## config.mk

```make
export PLATFORM = sky130hd
export DESIGN_NAME = shifter_arbiter
export DESIGN_NICKNAME = d
export VERILOG_FILES = /design/src/rtl/shifter_pkg.sv /design/src/rtl/barrelShifter.sv /design/src/rtl/shifter_arbiter.sv
export SDC_FILE = /design/constraint.sdc
export NUM_CORES = 1
export LEC_CHECK = 0
export CAP_MARGIN = 10
export CORE_MARGIN = 2
export CORE_UTILIZATION = 52
export CTS_BUF_LIST = sky130_fd_sc_hd__clkbuf_8
export DETAILED_ROUTE_END_ITERATION = 8
export PLACE_DENSITY = 0.87
export REMOVE_ABC_BUFFERS = 1
export SETUP_SLACK_MARGIN = 0.3
export SYNTH_ARGS = -nofsm -noshare
export SYNTH_HDL_FRONTEND = slang
export SYNTH_SLANG_ARGS = --single-unit
```

## constraint.sdc

```tcl
create_clock -name clk -period 2.4 [get_ports clk]
set_input_delay 0.36 -clock clk [delete_from_list [all_inputs] [get_ports clk]]
set_output_delay 0.36 -clock clk [all_outputs]
set_load 0.05 [all_outputs]
```

## src/rtl/shifter_pkg.sv

```systemverilog
// rtl/shifter_pkg.sv - shared widths, opcodes and FSM encoding for shifter_arbiter
package shifter_pkg;

    localparam int N = 16;
    localparam int C = 4;
    localparam int O = 2;

    localparam logic [O-1:0] OP_ROL = 2'b00;
    localparam logic [O-1:0] OP_SLL = 2'b01;
    localparam logic [O-1:0] OP_SRA = 2'b10;
    localparam logic [O-1:0] OP_SRL = 2'b11;

    typedef enum logic [1:0] {
        ST_IDLE  = 2'd0,
        ST_SHIFT = 2'd1,
        ST_DONE  = 2'd2
    } state_t;

    // Operands captured from the winning requester on the grant edge
    typedef struct packed {
        logic [N-1:0] data;
        logic [C-1:0] cnt;
        logic [O-1:0] op;
        logic         id;
    } txn_t;

endpackage

```

## src/rtl/barrelShifter.sv

```systemverilog
// rtl/barrelShifter.sv - combinational barrel shifter (ROL, SLL, SRA, SRL)
module barrelShifter
    import shifter_pkg::*;
(
    input  logic [N-1:0] In,
    input  logic [C-1:0] Cnt,
    input  logic [O-1:0] Op,
    output logic [N-1:0] Out
);

    logic [N-1:0] rol;

    // A right shift by N yields zero, so Cnt=0 needs no special case
    assign rol = (In << Cnt) | (In >> (N - int'(Cnt)));

    always_comb begin
        Out = In;
        case (Op)
            OP_ROL:  Out = rol;
            OP_SLL:  Out = In << Cnt;
            OP_SRA:  Out = $unsigned($signed(In) >>> Cnt);
            OP_SRL:  Out = In >> Cnt;
            default: Out = In;
        endcase
    end

endmodule

```

## src/rtl/shifter_arbiter.sv

```systemverilog
// rtl/shifter_arbiter.sv - two-requester arbiter over one barrel shifter; SHIFTER_ARB_FIXED_PRIO_EN selects fixed priority
module shifter_arbiter
    import shifter_pkg::*;
(
    input  logic         clk,
    input  logic         rst,
    input  logic         req0,
    input  logic [N-1:0] in0,
    input  logic [C-1:0] cnt0,
    input  logic [O-1:0] op0,
    output logic         gnt0,
    input  logic         req1,
    input  logic [N-1:0] in1,
    input  logic [C-1:0] cnt1,
    input  logic [O-1:0] op1,
    output logic         gnt1,
    output logic [N-1:0] out,
    output logic         out_valid,
    output logic         out_id,
    input  logic         out_ready
);

    state_t       state, state_nxt;
    txn_t         lat;
    logic         last_id;
    logic         pick0;
    logic [N-1:0] shift_res;

    barrelShifter u_shift (
        .In  (lat.data),
        .Cnt (lat.cnt),
        .Op  (lat.op),
        .Out (shift_res)
    );

`ifdef SHIFTER_ARB_FIXED_PRIO_EN
    assign pick0 = req0;
`else
    // On a tie requester 0 wins only if requester 1 went last
    assign pick0 = req0 && (!req1 || last_id);
`endif

    always_comb begin
        state_nxt = state;
        gnt0      = 1'b0;
        gnt1      = 1'b0;
        case (state)
            ST_IDLE: begin
                gnt0 = pick0;
                gnt1 = req1 && !pick0;
                if (req0 || req1)
                    state_nxt = ST_SHIFT;
            end
            ST_SHIFT: state_nxt = ST_DONE;
            ST_DONE: begin
                if (out_ready)
                    state_nxt = ST_IDLE;
            end
            default: state_nxt = ST_IDLE;
        endcase
    end

    always_ff @(posedge clk) begin
        if (rst) begin
            state     <= ST_IDLE;
            lat       <= '0;
            last_id   <= 1'b1;
            out       <= '0;
            out_valid <= 1'b0;
            out_id    <= 1'b0;
        end else begin
            state <= state_nxt;
            case (state)
                ST_IDLE: begin
                    if (gnt0) begin
                        lat     <= '{data: in0, cnt: cnt0, op: op0, id: 1'b0};
                        last_id <= 1'b0;
                    end else if (gnt1) begin
                        lat     <= '{data: in1, cnt: cnt1, op: op1, id: 1'b1};
                        last_id <= 1'b1;
                    end
                end
                ST_SHIFT: begin
                    out       <= shift_res;
                    out_id    <= lat.id;
                    out_valid <= 1'b1;
                end
                ST_DONE: begin
                    if (out_ready)
                        out_valid <= 1'b0;
                end
                default: out_valid <= 1'b0;
            endcase
        end
    end

endmodule

```

; ---- Yosys cells after proc, flatten, opt, wreduce, memory -nomap -nowiden
; Cells that the tools add are included.
[word_totals]
register_bits = 44
word_cells = 47
out_inout_bits = 20
[classes]
bitwise = 2
addsub = 1
n_reduce_logical = 12
n_mux = 12
n_shift = 4
eq_ne = 7
[ops]
columns = cell, n
row1 = case mux 16 bit (4 select lines), 1
row2 = 2-to-1 mux 23 bit, 2
row3 = right shift 16 x 32 -> 16 bit, 1
row4 = OR 16 bit, 1
row5 = << shifter 16 x 4 -> 16 bit, 1
row6 = right shift 16 x 4 -> 16 bit, 1
row7 = >>> shifter 16 x 4 -> 16 bit, 1
row8 = == test 2 bit (second input constant), 3
row9 = case mux 2 bit (3 select lines), 1
row10 = AND reduction 2 bit, 3
row11 = subtractor 5 x 4 -> 6 bit (first input constant), 1
row12 = 2-to-1 mux 1 bit, 5
row13 = == test 2 x 1 -> 1 bit (second input constant), 2
row14 = logical NOT 2 bit, 2
row15 = 2-to-1 mux 2 bit, 2
row16 = inequality test 2 bit (second input constant), 2
row17 = case mux 1 bit (3 select lines), 1
row18 = logical AND 1 bit, 2
row19 = logical NOT 1 bit, 2
row20 = logical OR 1 bit, 2
row21 = nonzero test 2 bit, 1
row22 = inverter 1 bit, 1

; ---- Depth between registers and ports, before layout
[depth]
word_depth = 8
depth_mapped = 13
depth_no_buf = 7

; ---- Modules after synthesis
; Synthesis repeated with hierarchy kept, for this count alone.
[unflattened]
cells_unflattened = 561
hier_area_um2 = 4409.2
[by_module_without_submodules]
columns = module, area_per_inst_um2, cells_per_inst, n_inst
row1 = barrelShifter, 2389.8, 328, 1
row2 = shifter_arbiter, 2019.4, 233, 1

; ---- Worst setup path before layout
; Ideal clock, no wire load.
[synth_path]
path_kind = register to register
startpoint = register lat[3] (netlist name)
endpoint = register out[7]
setup_time_ns = 0.101
stages_incl_launch_ff = 13
arrival_time_ns = 2.593
period_less_slack_ns = 2.694
t_required_ns = 2.299
slack_ns = -0.294
path_cell_list = dfxtp_1 buf_6 buf_6 inv_2 buf_6 buf_6 ha_1 buf_4 xor2_2 mux4_2 nor3_1 nor4_1 o41ai_1
[synth_between]
elab_chain_cells = 4
elab_cells_between_ends = 7
cone_classes = add/sub: 1 / shift: 4 / mux: 1 / bitwise: 1
[synth_rtl]
columns = element, line_no
row1 = from (decl), shifter_arbiter.sv:24  ; txn_t lat;
row2 = from (signal assigned), shifter_arbiter.sv:76  ; lat <= '{data: in0, cnt: cnt0, op: op0, id: 1'b0};
row3 = from (signal assigned), shifter_arbiter.sv:79  ; lat <= '{data: in1, cnt: cnt1, op: op1, id: 1'b1};
row4 = subtractor 5 x 4 -> 6 bit, barrelShifter.sv:14  ; assign rol = (In << Cnt) | (In >> (N - int'(Cnt)));
row5 = right shift 16 x 32 -> 16 bit, barrelShifter.sv:14
row6 = OR 16 bit, barrelShifter.sv:14
row7 = case mux 16 bit (4 select lines) *, barrelShifter.sv:18  ; case (Op)
row8 = to (signal assigned), shifter_arbiter.sv:84  ; out <= shift_res;
row9 = to (decl), shifter_arbiter.sv:17  ; output logic [N-1:0] out,
; Mark *: on every way between the ends. The rest lies on a longest branch, timed or not.
; A chain may end at the register's enable or synchronous reset.

; ---- Final worst setup path
[layout_path]
startpoint = register lat[13] (netlist name)
endpoint = register out[1]
[layout_between]
elab_chain_cells = 3
elab_cells_between_ends = 6
cone_classes = shift: 4 / mux: 1 / bitwise: 1
[layout_rtl]
columns = element, line_no
row1 = right shift 16 x 32 -> 16 bit or << shifter 16 x 4 -> 16 bit (tied branches), "barrelShifter.sv:14, barrelShifter.sv:20"
row2 = OR 16 bit, barrelShifter.sv:14
row3 = case mux 16 bit (4 select lines) *, barrelShifter.sv:18
; Marked as above.

==> impl_metrics.csv <==
group,metric,value,unit
floorplan,boundaryPins,69,
timing,period_share,90.9,%
power,ir_drop,0.384,mV
synthesis,synth_enable_flop_cells,0,
clocking,hold_buffers,0,
drt,drt-pass1-iter-count,5,
global_route,antenna_found_initial,0,
layout,fin_area,6280,µm²
floorplan,start_util,53.9,%
clocking,clock_latency,0.31,ns
synthesis,synthArstFlopShare,0,%
global_route,overflow,0,
worst_setup_path,path_max_fanout,15,
worst_setup_path,cp_data_required_time,2.64,ns
worst_setup_path,worstSetupPathType,"flip-flop to flip-flop",
timing,hold_viol_final,0,
drt,top_layer_used,"met4",
place,post-place-ws,0.0670,ns
clocking,root_buffer,"clkbuf_8",
timing,rsz0062_at_grt,"true",
global_route,grt_usage,34.4,%
floorplan,die_x,102,µm
power,p_int,0.00200,W
min_path,hold_path_class,"flip-flop to flip-flop",
power,p_comb_share,58.8,%
synthesis,synth_ff_type,"dfxtp_1",
drt,vias_per_cell,6.92,
timing,skew,0.0140,ns
clocking,clock-sinks,44,
drt,wl_met3,2.22,mm
drt,drtIter0Drc,554,
outcome,outcome,"completed",
drt,drc,0,
drt,num_vias,5324,
place,port_buffers,68,
floorplan,die_h,102,µm
clocking,clk_path_buf_depth,2,
power,p_clk_share,14.2,%
synthesis,ys_seq_elements,44,
clocking,clk_pin_slew,0.11,ns
timing,slew_viol_final,0,
timing,setup_tns,0,ns
timing,maxSlewHeadroom,58.2,%
job,maxCapViolations,0,
synthesis,syn_avg_cell_area,8.77,µm²
power,leakage,2.28,nW
clocking,cts_tree,"done",
timing,worst_slack,0.219,ns
power,p_switching,0.00162,W
layout,multi_input_area,3700,µm²
synthesis,yosysWarnings,0,
global_route,grt_pass1_vias,4990,
synthesis,seq_area_frac_synth,17.6,%
clocking,cts_buffers,5,
drt,met1_length,6.68,mm
place,place_congestion,1.01,
layout,drive_above_1_share,25.5,%
floorplan,fp.coreArea,9280,µm²
synthesis,synth.distinct_cells,77,
worst_setup_path,critPathArrivalTime,2.42,ns
layout,stdcell_count,769,
drt,wl_met2,8.42,mm
place,postPlaceCellArea,5790,µm²
drt,ant_nets,0,
power,seqPwrFrac,27.0,%
layout,ff_latch_area,898,µm²
clocking,cts-htree-levels,2,
drt,wl_per_cell,24.1,µm
synthesis,syn_area,5000,µm²
timing,tightest_slew,0.627,ns
power,power_density,576,nW/µm²
global_route,grt_max_degree,51,
synthesis,synth_cells,570,
global_route,grt_pass1_wl,26.9,mm
timing,period_needed,2.18,ns
drt,wl,18.5,mm
layout,diodes,0,
worst_setup_path,endpoint_kind,"flip-flop",
floorplan,dieArea,10400,µm²
layout,nFillCells,759,
place,placedCellCount,747,
timing,fmaxAchievable,458,MHz
worst_setup_path,startpoint_type,"flip-flop",
power,power,0.00362,W
floorplan,fp-row-count,35,
layout,area_growth,25.5,%
place,dp_hpwl,12.5,mm
timing,setup_viol_count_final,0,
power,swShare,44.8,%
layout,fin_nets,689,
[metal layers]
metal  GRT usage, %  vias up
li1               -     2298
met1           42.2     2460
met5              0        -
met4           21.2        0
met2           55.5      456
met3           6.98      110
[worst paths after layout]
check               start      to  slack, ns  cells after the start
setup reg to reg  lat[13]  out[1]       0.22                      6
hold reg to reg    out_id  out_id       0.46                      2
hold / removal     out_id  out_id       0.46                      2
setup / recovery  lat[13]  out[1]       0.22                      6
[cell type report]
cell class | count | share of cell area [%]
clock buffer | 5 | 1.10
timing repair buffer | 132 | 21.8
multi-input combinational | 442 | 59.0
inverter | 14 | 0.877
clock inverter | 3 | 0.319
tap | 129 | 2.57
sequential | 44 | 14.3
[cell usage after synthesis (3+ instances only)]
| master | number | area share (%) |
|---|---|---|
| buf_4 | 5 | 0.75 |
| a21oi_1 | 42 | 4.2 |
| a311oi_1 | 7 | 1.2 |
| mux4_1 | 16 | 8.4 |
| buf_2 | 10 | 1.0 |
| o2111ai_1 | 4 | 0.70 |
| nor2_1 | 53 | 4.0 |
| mux2i_1 | 30 | 6.0 |
| nand2_1 | 58 | 4.4 |
| o211ai_1 | 27 | 4.1 |
| a2111oi_2 | 4 | 1.2 |
| nand2b_1 | 25 | 3.1 |
| a211oi_1 | 11 | 1.7 |
| a211o_1 | 3 | 0.53 |
| buf_6 | 12 | 2.7 |
| nor4_1 | 4 | 0.50 |
| clkbuf_8 | 6 | 1.7 |
| a221oi_1 | 3 | 0.53 |
| nor2b_1 | 10 | 1.3 |
| dfxtp_1 | 44 | 18 |
| o22ai_1 | 10 | 1.3 |
| nor3_1 | 17 | 1.7 |
| or2_2 | 3 | 0.38 |
| o21ai_0 | 15 | 1.5 |
| clkbuf_1 | 28 | 2.1 |
| or3_1 | 4 | 0.50 |
| mux4_2 | 23 | 10 |
| mux2_2 | 11 | 2.5 |
| buf_12 | 4 | 1.6 |
| inv_1 | 10 | 0.75 |
| nand3_1 | 8 | 0.80 |
| a31oi_1 | 4 | 0.50 |
[power by group through the flow]
stage               Combinational, W  Sequential [W]  Clock, W
finish                       0.00213        0.000976  0.000514
global route                 0.00223        0.000982  0.000545
CTS                          0.00194        0.000955  0.000504
detailed placement           0.00186        0.000973         0
global placement             0.00183        0.000968         0
floorplan                   0.000974         0.00111         0
[registers in the layout (all words and copies together) (netlist names)]
register and flops:
out_valid 1, out_id 1, last_id 1, state 2, lat 23, out 16
[logic make-up after synthesis]
logic type	synth area share (%)
flip-flops	17.6
adder cells (fa/ha/maj)	0.250
multiplexers	28.5
AND/OR/NAND/NOR	18.9
AO/OA/AOI/OAI	22.5
buffers and inverters	11.4
XOR/XNOR	0.876
[what timing repair did]
item,CTS,global route
gates cloned,2,3
buffers inserted,1,8
setup endpoints to repair,13,15
resized for setup,12,34
pin swaps,3,11
[worst max-delay path, cell delays in order, from the launching register on]
cell and delay [ns]:
dfxtp_1 0.74, mux4_1 0.42, nor2_1 0.05, a2111oi_0 0.50, buf_4 0.21, nor2_1 0.04
a32oi_1 0.15
[metrics by stage]
stage / hold slack [ns] / utilization [%]
finish: 0.464 / 67.6
global route: 0.498 / 67.6
CTS: 0.467 / 64.7
detailed placement: 0.439 / 62.3
global placement: 0.434 / 62.3
floorplan: 0.426 / -
[placed cells by master, fill, tap and decap left out, types with 14 or more instances in the layout]
cell             synthesis  layout
a21oi_1                 42      41
buf_4                    5      51
clkdlybuf4s50_1          0      66
dfxtp_1                 44      34
mux2i_1                 30      26
mux4_1                  16      14
mux4_2                  23      25
nand2_1                 58      58
nand2b_1                25      24
nor2_1                  53      52
nor3_1                  17      15
o211ai_1                27      27
Power figures use the tool's default switching activity.
